--- config.mk ---
export PLATFORM = sky130hd
export DESIGN_NAME = seg_mux_display
export DESIGN_NICKNAME = d
export VERILOG_FILES = /design/src/rtl/seg7_pkg.sv /design/src/rtl/seg7_decode.sv /design/src/rtl/seg_mux_display.sv
export SDC_FILE = /design/constraint.sdc
export NUM_CORES = 1
export LEC_CHECK = 0
export CAP_MARGIN = 15
export CORE_MARGIN = 10
export CORE_UTILIZATION = 30
export CTS_CLUSTER_SIZE = 24
export DETAILED_ROUTE_END_ITERATION = 16
export GPL_ROUTABILITY_DRIVEN = 0
export GPL_TIMING_DRIVEN = 0
export SLEW_MARGIN = 20
export SYNTH_ARGS = -nofsm -noshare
export SYNTH_HDL_FRONTEND = slang
export SYNTH_SLANG_ARGS = --single-unit
--- constraint.sdc ---
create_clock -name clk -period 2.6 [get_ports clk]
set_input_delay 0.52 -clock clk [delete_from_list [all_inputs] [get_ports clk]]
set_output_delay 0.52 -clock clk [all_outputs]
set_load 0.03 [all_outputs]
--- src/rtl/seg7_pkg.sv ---
// Seven-segment encoding shared by the display multiplexer.
// Patterns are active-high {g,f,e,d,c,b,a}; polarity is applied at the output registers.
package seg7_pkg;

    localparam logic [6:0] SEG_0     = 7'b0111111;
    localparam logic [6:0] SEG_1     = 7'b0000110;
    localparam logic [6:0] SEG_2     = 7'b1011011;
    localparam logic [6:0] SEG_3     = 7'b1001111;
    localparam logic [6:0] SEG_4     = 7'b1100110;
    localparam logic [6:0] SEG_5     = 7'b1101101;
    localparam logic [6:0] SEG_6     = 7'b1111101;
    localparam logic [6:0] SEG_7     = 7'b0000111;
    localparam logic [6:0] SEG_8     = 7'b1111111;
    localparam logic [6:0] SEG_9     = 7'b1101111;
    localparam logic [6:0] SEG_DASH  = 7'b1000000;
    localparam logic [6:0] SEG_BLANK = 7'b0000000;

    // Non-BCD codes 10..15 render as a dash so corrupt data is visible.
    function automatic logic [6:0] seg7_encode(input logic [3:0] bcd);
        case (bcd)
            4'd0:    return SEG_0;
            4'd1:    return SEG_1;
            4'd2:    return SEG_2;
            4'd3:    return SEG_3;
            4'd4:    return SEG_4;
            4'd5:    return SEG_5;
            4'd6:    return SEG_6;
            4'd7:    return SEG_7;
            4'd8:    return SEG_8;
            4'd9:    return SEG_9;
            default: return SEG_DASH;
        endcase
    endfunction

endpackage

--- src/rtl/seg7_decode.sv ---
// Combinational BCD to active-high seven-segment decoder.
module seg7_decode
    import seg7_pkg::*;
(
    input  logic [3:0] i_bcd,
    output logic [6:0] o_seg
);

    assign o_seg = seg7_encode(i_bcd);

endmodule

--- src/rtl/seg_mux_display.sv ---
// Time-multiplexed seven-segment driver with frame-synchronous (tear-free) value
// updates, leading-zero blanking and selectable common-anode polarity.
module seg_mux_display
    import seg7_pkg::*;
#(
    parameter int NUM_DIGITS   = 4,
    parameter int REFRESH_DIV  = 50000,
    parameter bit COMMON_ANODE = 1'b0,
    parameter bit LZ_BLANK     = 1'b1
) (
    input  logic                    clk,
    input  logic                    rst_n,
    input  logic [4*NUM_DIGITS-1:0] value,
    input  logic [NUM_DIGITS-1:0]   dp,
    input  logic                    load,
    input  logic                    enable,
    output logic [6:0]              seg,
    output logic                    dp_out,
    output logic [NUM_DIGITS-1:0]   an,
    output logic                    frame_done
);

    localparam int PW = $clog2(REFRESH_DIV);
    localparam int IW = (NUM_DIGITS > 1) ? $clog2(NUM_DIGITS) : 1;
    localparam logic [PW-1:0]         PRESC_MAX = PW'(REFRESH_DIV - 1);
    localparam logic [IW-1:0]         IDX_MAX   = IW'(NUM_DIGITS - 1);
    localparam logic [6:0]            SEG_POL   = {7{COMMON_ANODE}};
    localparam logic [NUM_DIGITS-1:0] AN_POL    = {NUM_DIGITS{COMMON_ANODE}};

    logic [PW-1:0]           r_presc;
    logic [IW-1:0]           r_idx;
    logic [4*NUM_DIGITS-1:0] r_pend_val;
    logic [NUM_DIGITS-1:0]   r_pend_dp;
    logic                    r_pend_flag;
    logic [4*NUM_DIGITS-1:0] r_disp_val;
    logic [NUM_DIGITS-1:0]   r_disp_dp;
    logic [6:0]              r_seg;
    logic                    r_dp_out;
    logic [NUM_DIGITS-1:0]   r_an;
    logic                    r_frame_done;

    logic                    w_tick;
    logic                    w_wrap;
    logic [3:0]              w_digit;
    logic [6:0]              w_digit_seg;
    logic [NUM_DIGITS-1:0]   w_lz_mask;
    logic [6:0]              w_seg_next;
    logic                    w_dp_next;
    logic [NUM_DIGITS-1:0]   w_an_next;

    assign w_tick = enable && (r_presc == PRESC_MAX);
    assign w_wrap = w_tick && (r_idx == IDX_MAX);

    // NOTE: sequential state uses non-blocking assignments so every register samples pre-edge values.
    always_ff @(posedge clk or negedge rst_n) begin
        if (!rst_n) begin
            r_presc <= '0;
            r_idx   <= '0;
        end else if (enable) begin
            if (w_tick) begin
                r_presc <= '0;
                r_idx   <= (r_idx == IDX_MAX) ? '0 : r_idx + 1'b1;
            end else begin
                r_presc <= r_presc + 1'b1;
            end
        end
    end

    // A load coinciding with the wrap still lands in pending, after the old contents move out.
    always_ff @(posedge clk or negedge rst_n) begin
        if (!rst_n) begin
            r_pend_val  <= '0;
            r_pend_dp   <= '0;
            r_pend_flag <= 1'b0;
            r_disp_val  <= '0;
            r_disp_dp   <= '0;
        end else begin
            if (w_wrap && r_pend_flag) begin
                r_disp_val  <= r_pend_val;
                r_disp_dp   <= r_pend_dp;
                r_pend_flag <= 1'b0;
            end
            if (load) begin
                r_pend_val  <= value;
                r_pend_dp   <= dp;
                r_pend_flag <= 1'b1;
            end
        end
    end

    assign w_digit = r_disp_val[{r_idx, 2'b00} +: 4];

    seg7_decode u_decode (
        .i_bcd (w_digit),
        .o_seg (w_digit_seg)
    );

    // A digit blanks while it and everything above it is a zero with no decimal point.
    always_comb begin
        logic zero_run;
        // NOTE: every combinational output gets a default first so no latch is inferred.
        w_lz_mask = '0;
        zero_run  = LZ_BLANK;
        for (int i = NUM_DIGITS - 1; i >= 1; i--) begin
            zero_run     = zero_run && (r_disp_val[4*i +: 4] == 4'd0) && !r_disp_dp[i];
            w_lz_mask[i] = zero_run;
        end
    end

    always_comb begin
        w_seg_next = SEG_BLANK;
        w_dp_next  = 1'b0;
        w_an_next  = '0;
        if (enable) begin
            w_an_next = NUM_DIGITS'(1) << r_idx;
            if (!w_lz_mask[r_idx]) begin
                w_seg_next = w_digit_seg;
                w_dp_next  = r_disp_dp[r_idx];
            end
        end
    end

    always_ff @(posedge clk or negedge rst_n) begin
        if (!rst_n) begin
            r_seg        <= SEG_POL;
            r_dp_out     <= COMMON_ANODE;
            r_an         <= AN_POL;
            r_frame_done <= 1'b0;
        end else begin
            r_seg        <= w_seg_next ^ SEG_POL;
            r_dp_out     <= w_dp_next ^ COMMON_ANODE;
            r_an         <= w_an_next ^ AN_POL;
            r_frame_done <= w_wrap;
        end
    end

    assign seg        = r_seg;
    assign dp_out     = r_dp_out;
    assign an         = r_an;
    assign frame_done = r_frame_done;

endmodule

# After elaboration in Yosys (flattened, before gate mapping)
# Memory sizes are Yosys's and may differ from the RTL's.
# Index checks and enable logic that the tools add are counted.
[word_totals] register_bits=72 latch_bits=0 ramBits=0 romBits=112 in_bits=24 out_inout_bits=13 elab_cells=48 mem_count=1
[op_classes] add_sub_neg=2 multipliers=0 div_mod_pow=0 order_cmp=1 n_eq_ne=2 shift=2 muxes=13 bitwise=0 reduce_logical=16
[memory_table] memory="(name not given)" words=16 word_bits=7 read_ports=1 rd_clocked_by_memory_dff=0 wr=0 line_no="seg7_pkg.sv:20" rtl="case (bcd)"
[ops] operator="16-bit by 1-bit adder with 16-bit output (second input constant)" count=1
[ops] operator="16-bit == test (second input constant)" count=1
[ops] operator="16-bit 2-to-1 mux" count=1
[ops] operator="16-bit by 5-bit indexed part select with 4-bit output" count=1
[ops] operator="7-bit 2-to-1 mux" count=2
[ops] operator="4-bit logical NOT" count=3
[ops] operator="1-bit logical AND" count=8
[ops] operator="1-bit 2-to-1 mux" count=6
[ops] operator="1-bit binary-select mux with 2-bit select" count=2
[ops] operator="4-bit 2-to-1 mux" count=1
[ops] operator="1-bit by 2-bit << shifter with 4-bit output (first input constant)" count=1
[ops] operator="1-bit logical NOT" count=3
[ops] operator="2-bit by 3-bit < comparator with 1-bit output (second input constant)" count=1
[ops] operator="2-bit by 1-bit adder with 2-bit output (second input constant)" count=1
[ops] operator="2-bit == test (second input constant)" count=1
[ops] operator="2-bit 2-to-1 mux" count=1
[ops] operator="2-bit AND reduction" count=1
[ops] operator="2-bit nonzero test" count=1

# Logic depth before layout (Yosys ltp)
# Gate-level depths: netlist (run 1).
[depth] depth_word=10 ltp_mapped=8

# Hierarchy
# A second synthesis (run 1) with hierarchy kept.
[unflattened] hier_cells=254 area_unflattened_um2=3373.2
[modules_own_cells] mod="seg_mux_display" instances=1 cells_per_inst=225 area_per_inst_um2=3148.0 seq_area_each_um2=1801.7
[modules_own_cells] mod="seg7_decode" instances=1 cells_per_inst=29 area_per_inst_um2=225.2 seq_area_each_um2=0.0

# Worst setup path before layout (run 1)
# No wires, ideal clock.
[synth_timing] path_type="reg2reg" from="reg r_presc[0]" to="reg r_disp_dp[0]" setup_ps=125 t_arrival_ps=1804 t_required_ps=2475 slack_ps=671 stages_incl_launch_ff=8 n_path_buf=1 period_less_slack_ps=1929 path_cell_list="dfrtp_1 -> ha_1 -> nand4_4 -> nor4_2 -> and3_1 -> and3_4 -> buf_12 -> mux2_4"
[synth_between] elab_chain_cells=4
[synth_rtl] element="start: declaration" line_no="seg_mux_display.sv:30" rtl="logic [PW-1:0] r_presc;"
[synth_rtl] element="start signal: assignment" line_no="seg_mux_display.sv:64" rtl="r_presc <= r_presc + 1'b1;"
[synth_rtl] element="16-bit == test" line_no="seg_mux_display.sv:51" rtl="assign w_tick = enable && (r_presc == PRESC_MAX);"
[synth_rtl] element="1-bit logical AND" line_no="seg_mux_display.sv:51"
[synth_rtl] element="1-bit logical AND" line_no="seg_mux_display.sv:52" rtl="assign w_wrap = w_tick && (r_idx == IDX_MAX);"
[synth_rtl] element="1-bit logical AND" line_no="seg_mux_display.sv:78" rtl="if (w_wrap && r_pend_flag) begin"
[synth_rtl] element="end signal: assignment" line_no="seg_mux_display.sv:80" rtl="r_disp_dp <= r_pend_dp;"
[synth_rtl] element="end: declaration" line_no="seg_mux_display.sv:36" rtl="logic [NUM_DIGITS-1:0] r_disp_dp;"
# Every way passes these cells.
# A chain may end at the register's enable or synchronous reset.

# Worst setup path in the final report (run 1)
[layout_timing] from="in enable" to="reg r_disp_val[1]"
[layout_between] elab_chain_cells=3
[layout_rtl] element="start: declaration" line_no="seg_mux_display.sv:16" rtl="input logic enable,"
[layout_rtl] element="1-bit logical AND" line_no="seg_mux_display.sv:51"
[layout_rtl] element="1-bit logical AND" line_no="seg_mux_display.sv:52"
[layout_rtl] element="1-bit logical AND" line_no="seg_mux_display.sv:78"
[layout_rtl] element="end signal: assignment" line_no="seg_mux_display.sv:79" rtl="r_disp_val <= r_pend_val;"
[layout_rtl] element="end: declaration" line_no="seg_mux_display.sv:35" rtl="logic [4*NUM_DIGITS-1:0] r_disp_val;"
# Every way passes these cells.

==> reports/results.txt, run 1 <==
syn_area_per_cell: 13.4 µm²
clock sink total: 72
P_leak: 1.80 nW
hold_ws: 0.0374 ns
Crit Path Max Fanout: 10
Worst R2R Setup Slack: 0.46 ns
Ports: 37
Peak VDD IR: 0.234 mV
row count: 38
most common cell after layout, fill and taps aside: dfrtp_1
DR pass1 iterations: 4
WL met1: 2.78 mm
DR WL met3: 345 µm
EDFF count, synth: 0
placed cell count: 428
hold crit path type: input pin to async pin
initial antenna violation count: 0
pin slew with the least headroom to its limit: 0.568 ns
clock slew at reported path FFs: 0.08 ns
Vias: 1988
NumNets Final: 333
antenna cells: 0
Worst-Skew Late Latency: 0.35 ns
status: finished, final reports clean
remaining antenna violation count: 0
CP arrival: 2.40 ns
core area: 0.0109 mm²
DP HPWL: 4.59 mm
number of port buffers: 36
vias in the first global route: 2214
Slew Limit Fails: 0
total global routing overflow: 0
global-route wire length before repair: 10.8 mm
DIE HEIGHT: 126 µm
Die Span X: 126 µm
crit end category: flip-flop
Hold Vio Cnt, Final: 0
RSZ-0062 raised after global routing: no
Post-Route WL: 6.03 mm
Max Cap Viol: 0
most frequent cells in the layout: dfrtp_1 (72), clkdlybuf4s50_1 (35), nor2_1 (22)
Critical Path Start Type: input pin
post-synthesis sequential area ratio: 53.6%
largest net degree at the start of global routing: 55
CP required: 2.84 ns
post-synthesis cell count: 251
Via density: 4.48
Core Util, Final: 38.0%
yosys warns: 0
Finished Layout Cells: 444
Layout Area Growth over Synthesis: 23.0%
Tmin final: 2.16 ns
H-tree levels: 3
full die area: 0.0158 mm²
Iteration-0 DRC Markers: 94
share of layout cells above drive strength 1: 26.3%
top sig layer: met4
initial core utilization: 30.9%
CTS tree: done
top_reg_cell synth: dfrtp_1
WL met2: 2.79 mm
post-DR wirelength/cell: 13.6 µm
final setup skew: 0.00759 ns
clock tree buffer depth: 2
Final setup viols: 0
Reg2Reg Depth: 7
CP Class: input pin to flip-flop
setup bufs post-CTS: 0
Cell Area, Synth: 0.00336 mm²
DRC: 0
Final period util: 83.1%
async set-reset flop share out of synthesis: 100%
total clock buffers created by CTS: 9
# hold bufs at CTS: 0
GRT Overall Usage: 8.32%
maximum clock frequency: 463 MHz
FF+latch count, synth: 72
Distinct cells, synth: 42
total power draw: 2.46 mW
Max transition margin: 61.8%
# resized after CTS: 0
pwr/cell area: 594 mW/mm²
Root Buffer: clkbuf_8
Synth Net Count: 285
[layer usage]
layer / up-vias / global-route usage, %
met2: 33 / 12.7
met4: 0 / 4.69
met1: 968 / 9.88
met3: 8 / 3.06
li1: 979 / -
met5: - / 0
[power by group]
| part | switching, mW | internal (mW) |
|---|---|---|
| Combinational | 0.112 | 0.136 |
| Sequential | 0.0823 | 1.20 |
| Clock | 0.443 | 0.484 |
[critical path, cell delays in order]
cell             delay, ns
clkdlybuf4s50_1       0.52
nand4_4               0.19
nor4_2                0.26
and3_1                0.23
and3_4                0.23
buf_12                0.15
mux2_4                0.30
[path summary, 6_finish.rpt]
| path | startpoint | endpoint |
|---|---|---|
| setup / recovery | enable | r_disp_val[1] |
| hold / removal | rst_n | r_pend_val[12] |
| setup reg to reg | r_presc[1] | r_disp_val[1] |
| hold reg to reg | r_pend_flag | r_pend_flag |
| max in group asynchronous | rst_n | r_presc[2] |
| min in group clk | r_pend_flag | r_pend_flag |
[synthesized netlist by cell type, types with 3 or more instances]
cell       n  share of area, %
a21oi_1    4              0.60
and2_1     4              0.74
buf_6      3               1.0
clkbuf_1   4              0.45
dfrtp_1   72                54
ha_1      10               3.7
inv_1      9               1.0
mux2_2    21               7.0
mux2_4    20               8.9
mux4_2     5               3.3
nand2_1   14               1.6
nand3_1    5              0.74
nand4_1    5              0.93
nor2_1    22               2.5
nor3_1     6              0.89
nor4_1     3              0.56
o21ai_0    3              0.45
xnor2_1    9               2.3
xor2_1     3              0.78
[per-stage QoR]
step	instance area, µm²	TNS, ns	setup slack (ns)
4_1_cts	4140	0	0.458
3_5_place_dp	3920	0	0.0725
2_1_floorplan	3360	0	0.671
5_1_grt	4140	0	0.253
6_report	4140	0	0.440
3_3_place_gp	3900	-101.45	-1.41
[cell type report]
type                       instances  area (µm²)
clock buffer                      10         138
tap                              140         175
sequential                        72        1800
clock inverter                     6        73.8
multi-input combinational        160        1430
timing repair buffer              37         385
inverter                           9        33.8
fill                            1045        6750
buffer                            10        93.8
[logic make-up after synthesis]
group                      synth area share [%]
adders and majority gates                  3.72
and+or+nand+nor                            12.8
AOI/OAI and AO/OA                          3.39
xor gates and xnor gates                   3.13
muxes                                      19.6
buffers and inverters                      3.79
DFF                                        53.6
[state kept, by name, summed over array words and instances, names as in the netlist]
name         count
r_pend_flag      1
r_disp_val      16
an               4
r_idx            2
r_presc         16
r_pend_val      16
frame_done       1
seg              7
r_disp_dp        4
dp_out           1
r_pend_dp        4
(Power assumes the default switching activity.)
==> inputs of run 2 (changes only) <==
==> constraint.sdc (replaced) <==
create_clock -name clk -period 2.3 [get_ports clk]
set_input_delay 0.46 -clock clk [delete_from_list [all_inputs] [get_ports clk]]
set_output_delay 0.46 -clock clk [all_outputs]
set_load 0.03 [all_outputs]
==> reports/results.txt, run 2 (synthesized netlist as in run 1, its figures left out) <==
status: finished, final reports clean
register area: 0.00180 mm² (unchanged)
Max transition margin: 61.6% (-0.22 points)
vias in the first global route: 2219 (+0.23%)
DIE HEIGHT: 126 µm (unchanged)
GRT Overall Usage: 8.33% (+0.0087 points)
P_leak: 1.81 nW (+0.23%)
CP arrival: 2.38 ns (-0.02 ns)
Vias: 2002 (+0.70%)
CP Class: flip-flop to flip-flop
DP Area: 0.00392 mm² (unchanged)
Tmin final: 2.14 ns
multi-input logic area: 0.00143 mm² (unchanged)
Top Registers: r_disp_val: 16 flops, r_pend_val: 16 flops, r_presc: 16 flops
row count: 38 (unchanged)
Layout fillers: 1047 (+0.19%)
Die Span X: 126 µm (unchanged)
share of layout cells above drive strength 1: 26.2% (-0.086 points)
clock slew at reported path FFs: 0.08 ns (about the same)
crit end category: flip-flop
Final period util: 92.9%
initial core utilization: 30.9% (unchanged)
setup TNS: 0 ns (unchanged)
number of port buffers: 36 (unchanged)
# resized after CTS: 0 (unchanged)
antenna cells: 0 (unchanged)
DRC: 0 (unchanged)
pin slew with the least headroom to its limit: 0.577 ns (+0.00848 ns)
fin area: 0.00415 mm² (+0.24%)
most common cell after layout, fill and taps aside: dfrtp_1
Final setup viols: 0 (unchanged)
Critical Path Start Type: flip-flop
clock tree buffer depth: 2 (unchanged)
H-tree levels: 3 (unchanged)
Max Cap Viol: 0 (unchanged)
full die area: 0.0158 mm² (unchanged)
final setup skew: 0.00716 ns (-0.000427 ns)
post-DR wirelength/cell: 13.6 µm (-0.19%)
Post-Route WL: 6.03 mm (about the same)
total power draw: 2.78 mW (+13%)
Slew Limit Fails: 0 (unchanged)
RSZ-0062 raised after global routing: no
Iteration-0 DRC Markers: 90 (-4.3%)
Worst Hold Depth: 1
CTS tree: done
Core Util, Final: 38.1% (+0.092 points)
# hold bufs at CTS: 1 (+1)
total global routing overflow: 0 (unchanged)
clock sink total: 72 (unchanged)
Ports: 37 (unchanged)
Worst-Skew Late Latency: 0.35 ns (about the same)
Layout Area Growth over Synthesis: 23.3%
Root Buffer: clkbuf_8
core area: 0.0109 mm² (unchanged)
Via density: 4.50 (+0.48%)
largest net degree at the start of global routing: 55 (unchanged)
Reg2Reg Depth: 7 (unchanged)
NumNets Final: 334 (+0.30%)
hold crit path type: flip-flop to flip-flop
global-route wire length before repair: 10.8 mm (+0.12%)
most frequent cells in the layout: dfrtp_1 (72), clkdlybuf4s50_1 (35), nor2_1 (22)
CP required: 2.54 ns (-0.30 ns)
Crit Path Max Fanout: 10 (unchanged)
initial antenna violation count: 0 (unchanged)
DR pass1 iterations: 4 (unchanged)
maximum clock frequency: 468 MHz
Peak VDD IR: 0.264 mV (+13%)
pwr/cell area: 670 mW/mm² (+13%)
setup bufs post-CTS: 0 (unchanged)
remaining antenna violation count: 0 (unchanged)
DP HPWL: 4.59 mm (unchanged)
Hold Vio Cnt, Final: 0 (unchanged)
total clock buffers created by CTS: 9 (unchanged)
[run 2: final cells by class]
class	instances	area share, %
buffer	10	2.26
multi-input combinational	160	34.6
inverter	9	0.815
sequential	72	43.5
tap	140	4.23
timing repair buffer	38	9.54
clock inverter	6	1.78
clock buffer	10	3.32
[run 2: final timing paths]
path	start	end	slack [ns]
worst min-delay path	r_pend_flag	r_pend_flag	0.50
worst min register to register	r_pend_flag	r_pend_flag	0.50
max in group asynchronous	rst_n	r_presc[2]	1.25
min in group asynchronous	rst_n	r_pend_val[12]	0.52
worst max-delay path	r_presc[1]	r_disp_val[1]	0.16
worst max register to register	r_presc[1]	r_disp_val[1]	0.16
[run 2: metal layers]
| layer | share of wire, % | routed length [µm] | GRT usage (%) | vias to the layer above |
|---|---|---|---|---|
| met2 | 46 | 2780 | 12.7 | 37 |
| li1 | - | - | - | 982 |
| met1 | 46 | 2790 | 9.90 | 973 |
| met5 | 0 | 0 | 0 | - |
| met4 | 2.3 | 137 | 4.69 | 0 |
| met3 | 5.5 | 332 | 3.06 | 10 |
[run 2: critical path, cell delays in order, from the launching register on]
cell     delay, ns
dfrtp_1       0.41
ha_1          0.24
nand4_4       0.21
nor4_2        0.25
and3_1        0.23
and3_4        0.23
buf_12        0.15
mux2_4        0.30
[run 2: report_power, final]
part | internal [mW] | total [mW] | switching (mW)
clock | 0.547 | 1.05 | 0.501
sequential | 1.36 | 1.45 | 0.0931
combinational | 0.154 | 0.281 | 0.127
[run 2: metrics by stage]
stage | setup slack [ns] | hold WS, ns | instances
3_3_place_gp | -1.65 | 0.460 | 427
6_report | 0.164 | 0.496 | 445
3_5_place_dp | -0.168 | 0.362 | 428
2_1_floorplan | 0.371 | 0.164 | 251
5_1_grt | 0.0127 | 0.530 | 445
4_1_cts | 0.161 | 0.503 | 445
==> inputs of run 3 (changes only) <==
--- a/config.mk
+++ b/config.mk
@@ -11,7 +11,6 @@
 export CTS_CLUSTER_SIZE = 24
 export DETAILED_ROUTE_END_ITERATION = 16
 export GPL_ROUTABILITY_DRIVEN = 0
-export GPL_TIMING_DRIVEN = 0
 export SLEW_MARGIN = 20
 export SYNTH_ARGS = -nofsm -noshare
 export SYNTH_HDL_FRONTEND = slang
==> reports/results.txt, run 3 (synthesized netlist as in run 1, its figures left out) <==
Core Util, Final: 37.9% (-0.15 points)
# resized after CTS: 0 (unchanged)
DIE HEIGHT: 126 µm (unchanged)
Iteration-0 DRC Markers: 104 (+16%)
remaining antenna violation count: 0 (unchanged)
slowest stage delay, CP: 0.42 ns (about the same)
placed cell count: 428 (unchanged)
NumNets Final: 333 (-0.30%)
Post-Route WL: 6.22 mm (+3.1%)
post-DR wirelength/cell: 14.0 µm (+3.5%)
Layout fillers: 1046 (-0.096%)
GRT Overall Usage: 8.25% (-0.080 points)
initial core utilization: 30.9% (unchanged)
P_leak: 1.80 nW (-0.17%)
CP Class: flip-flop to flip-flop
Top Registers: r_disp_val: 16 flops, r_pend_val: 16 flops, r_presc: 16 flops
vias in the first global route: 2124 (-4.3%)
most frequent cells in the layout: dfrtp_1 (72), clkdlybuf4s50_1 (35), nor2_1 (22)
antenna cells: 0 (unchanged)
# hold bufs at CTS: 0 (-1)
share of layout cells above drive strength 1: 27.4% (+1.2 points)
CP Launch Point: r_presc[0]
met3 usage: 2.89% (-0.17 points)
Worst R2R Setup Slack: 0.28 ns (+0.12 ns)
DP Area: 0.00392 mm² (about the same)
DRC: 0 (unchanged)
clock slew at reported path FFs: 0.07 ns (about the same)
Final setup viols: 0 (unchanged)
reg2reg start: r_presc[0]
DR pass1 iterations: 4 (unchanged)
Vias: 2002 (unchanged)
pin slew with the least headroom to its limit: 0.483 ns (-0.0932 ns)
status: finished, final reports clean
Worst-Skew Late Latency: 0.34 ns (about the same)
most common cell after layout, fill and taps aside: dfrtp_1
DP HPWL: 4.62 mm (+0.71%)
crit path max-delay cell type: dfrtp_1
Peak VDD IR: 0.290 mV (+9.9%)
Die Span X: 126 µm (unchanged)
maximum clock frequency: 496 MHz (+6.0%)
Final period util: 87.7% (-5.2 points)
Placement Setup Slack: -0.0481 ns (+0.119 ns)
initial antenna violation count: 0 (unchanged)
crit end category: flip-flop
row count: 38 (unchanged)
RSZ-0062 raised after global routing: no
largest net degree at the start of global routing: 53 (-3.6%)
WP depth: 7 (unchanged)
r2r endpoint: r_disp_val[1]
clock sink total: 72 (unchanged)
number of port buffers: 36 (unchanged)
full die area: 0.0158 mm² (unchanged)
met1 Track Usage GR: 10.3% (+0.38 points)
Largest delay share family, worst path: simple AND/OR/NAND/NOR gates
final setup skew: 0.00858 ns (+0.00142 ns)
H-tree levels: 3 (unchanged)
CP arrival: 2.24 ns (-0.14 ns)
total clock buffers created by CTS: 9 (unchanged)
CTS tree: done
setup TNS: 0 ns (unchanged)
pwr/cell area: 671 mW/mm² (+0.14%)
CP required: 2.52 ns (-0.02 ns)
Critical Path Start Type: flip-flop
GR peak layer: met2
hold crit path type: input pin to async pin
Max transition margin: 67.8% (+6.2 points)
Tmin final: 2.02 ns (-0.120 ns)
global-route wire length before repair: 10.7 mm (-0.25%)
Ports: 37 (unchanged)
Crit Path Max Fanout: 11 (+1)
end of the critical path: r_disp_val[1]
fin area: 0.00413 mm² (-0.39%)
Root Buffer: clkbuf_8
Layout Area Growth over Synthesis: 22.8%
core area: 0.0109 mm² (unchanged)
total global routing overflow: 0 (unchanged)
grt met2 use: 12.5% (-0.21 points)
WP buf/inv: 1 (unchanged)
Via density: 4.52 (+0.45%)
Max Cap Viol: 0 (unchanged)
Reg2Reg Depth: 7 (unchanged)
Hold Vio Cnt, Final: 0 (unchanged)
Finished Layout Cells: 443 (-0.45%)
clock tree buffer depth: 2 (unchanged)
Slew Limit Fails: 0 (unchanged)
Critical Path, Cell by Cell: ha_1 -> nand4_4 -> nor4_2 -> and3_1 -> and3_4 -> buf_12 -> mux2_4
PnR worst setup slack: 0.284 ns (+0.120 ns)
setup bufs post-CTS: 0 (unchanged)
[run 3: cell count changes in the layout (fill, tap and decap cells not counted), moves of 2 or more]
cell	delta
clkinv_2	+2
buf_6	-3
buf_4	+7
clkbuf_1	-4
inv_6	-4
clkinvlp_4	+2
[run 3: report_power, final]
group	internal (mW)	switching, mW
clock	0.600	0.451
sequential	1.36	0.110
combinational	0.140	0.114
total	2.10	0.676
[run 3: final cells by class]
class                      count  area (µm²)  area share, %
tap                          140         175           4.24
timing repair buffer          47         475           11.5
sequential                    72        1800           43.6
inverter                       9        33.8          0.818
multi-input combinational    160        1430           34.7
clock buffer                   9         124           3.00
clock inverter                 6        85.1           2.06
[run 3: per-layer routing]
| layer | wire length (µm) | part of all wire [%] |
|---|---|---|
| met5 | 0 | 0 |
| met4 | 92 | 1.5 |
| met3 | 362 | 5.8 |
| met2 | 2910 | 47 |
| met1 | 2850 | 46 |
[run 3: worst min path at each step]
stage                           endpoint  slack, ns
after floorplan                    an[0]       0.16
after global placement     r_pend_val[8]       0.45
after detailed placement   r_pend_val[8]       0.45
after CTS                 r_pend_val[12]       0.08
after global routing      r_pend_val[12]       0.09
final                     r_pend_val[12]       0.07
[run 3: per-stage QoR]
step	hold slack (ns)	power, mW
after floorplan	0.164	1.63
final	0.0677	2.77
after global routing	0.0901	2.91
after detailed placement	0.453	1.75
after CTS	0.0790	2.81
after global placement	0.453	1.73
[run 3: worst reg2reg max path: stages, from the launching register on]
cell and delay [ns]:
dfrtp_1 0.42, ha_1 0.24, nand4_4 0.11, nor4_2 0.20
and3_1 0.23, and3_4 0.24, buf_12 0.15, mux2_4 0.31
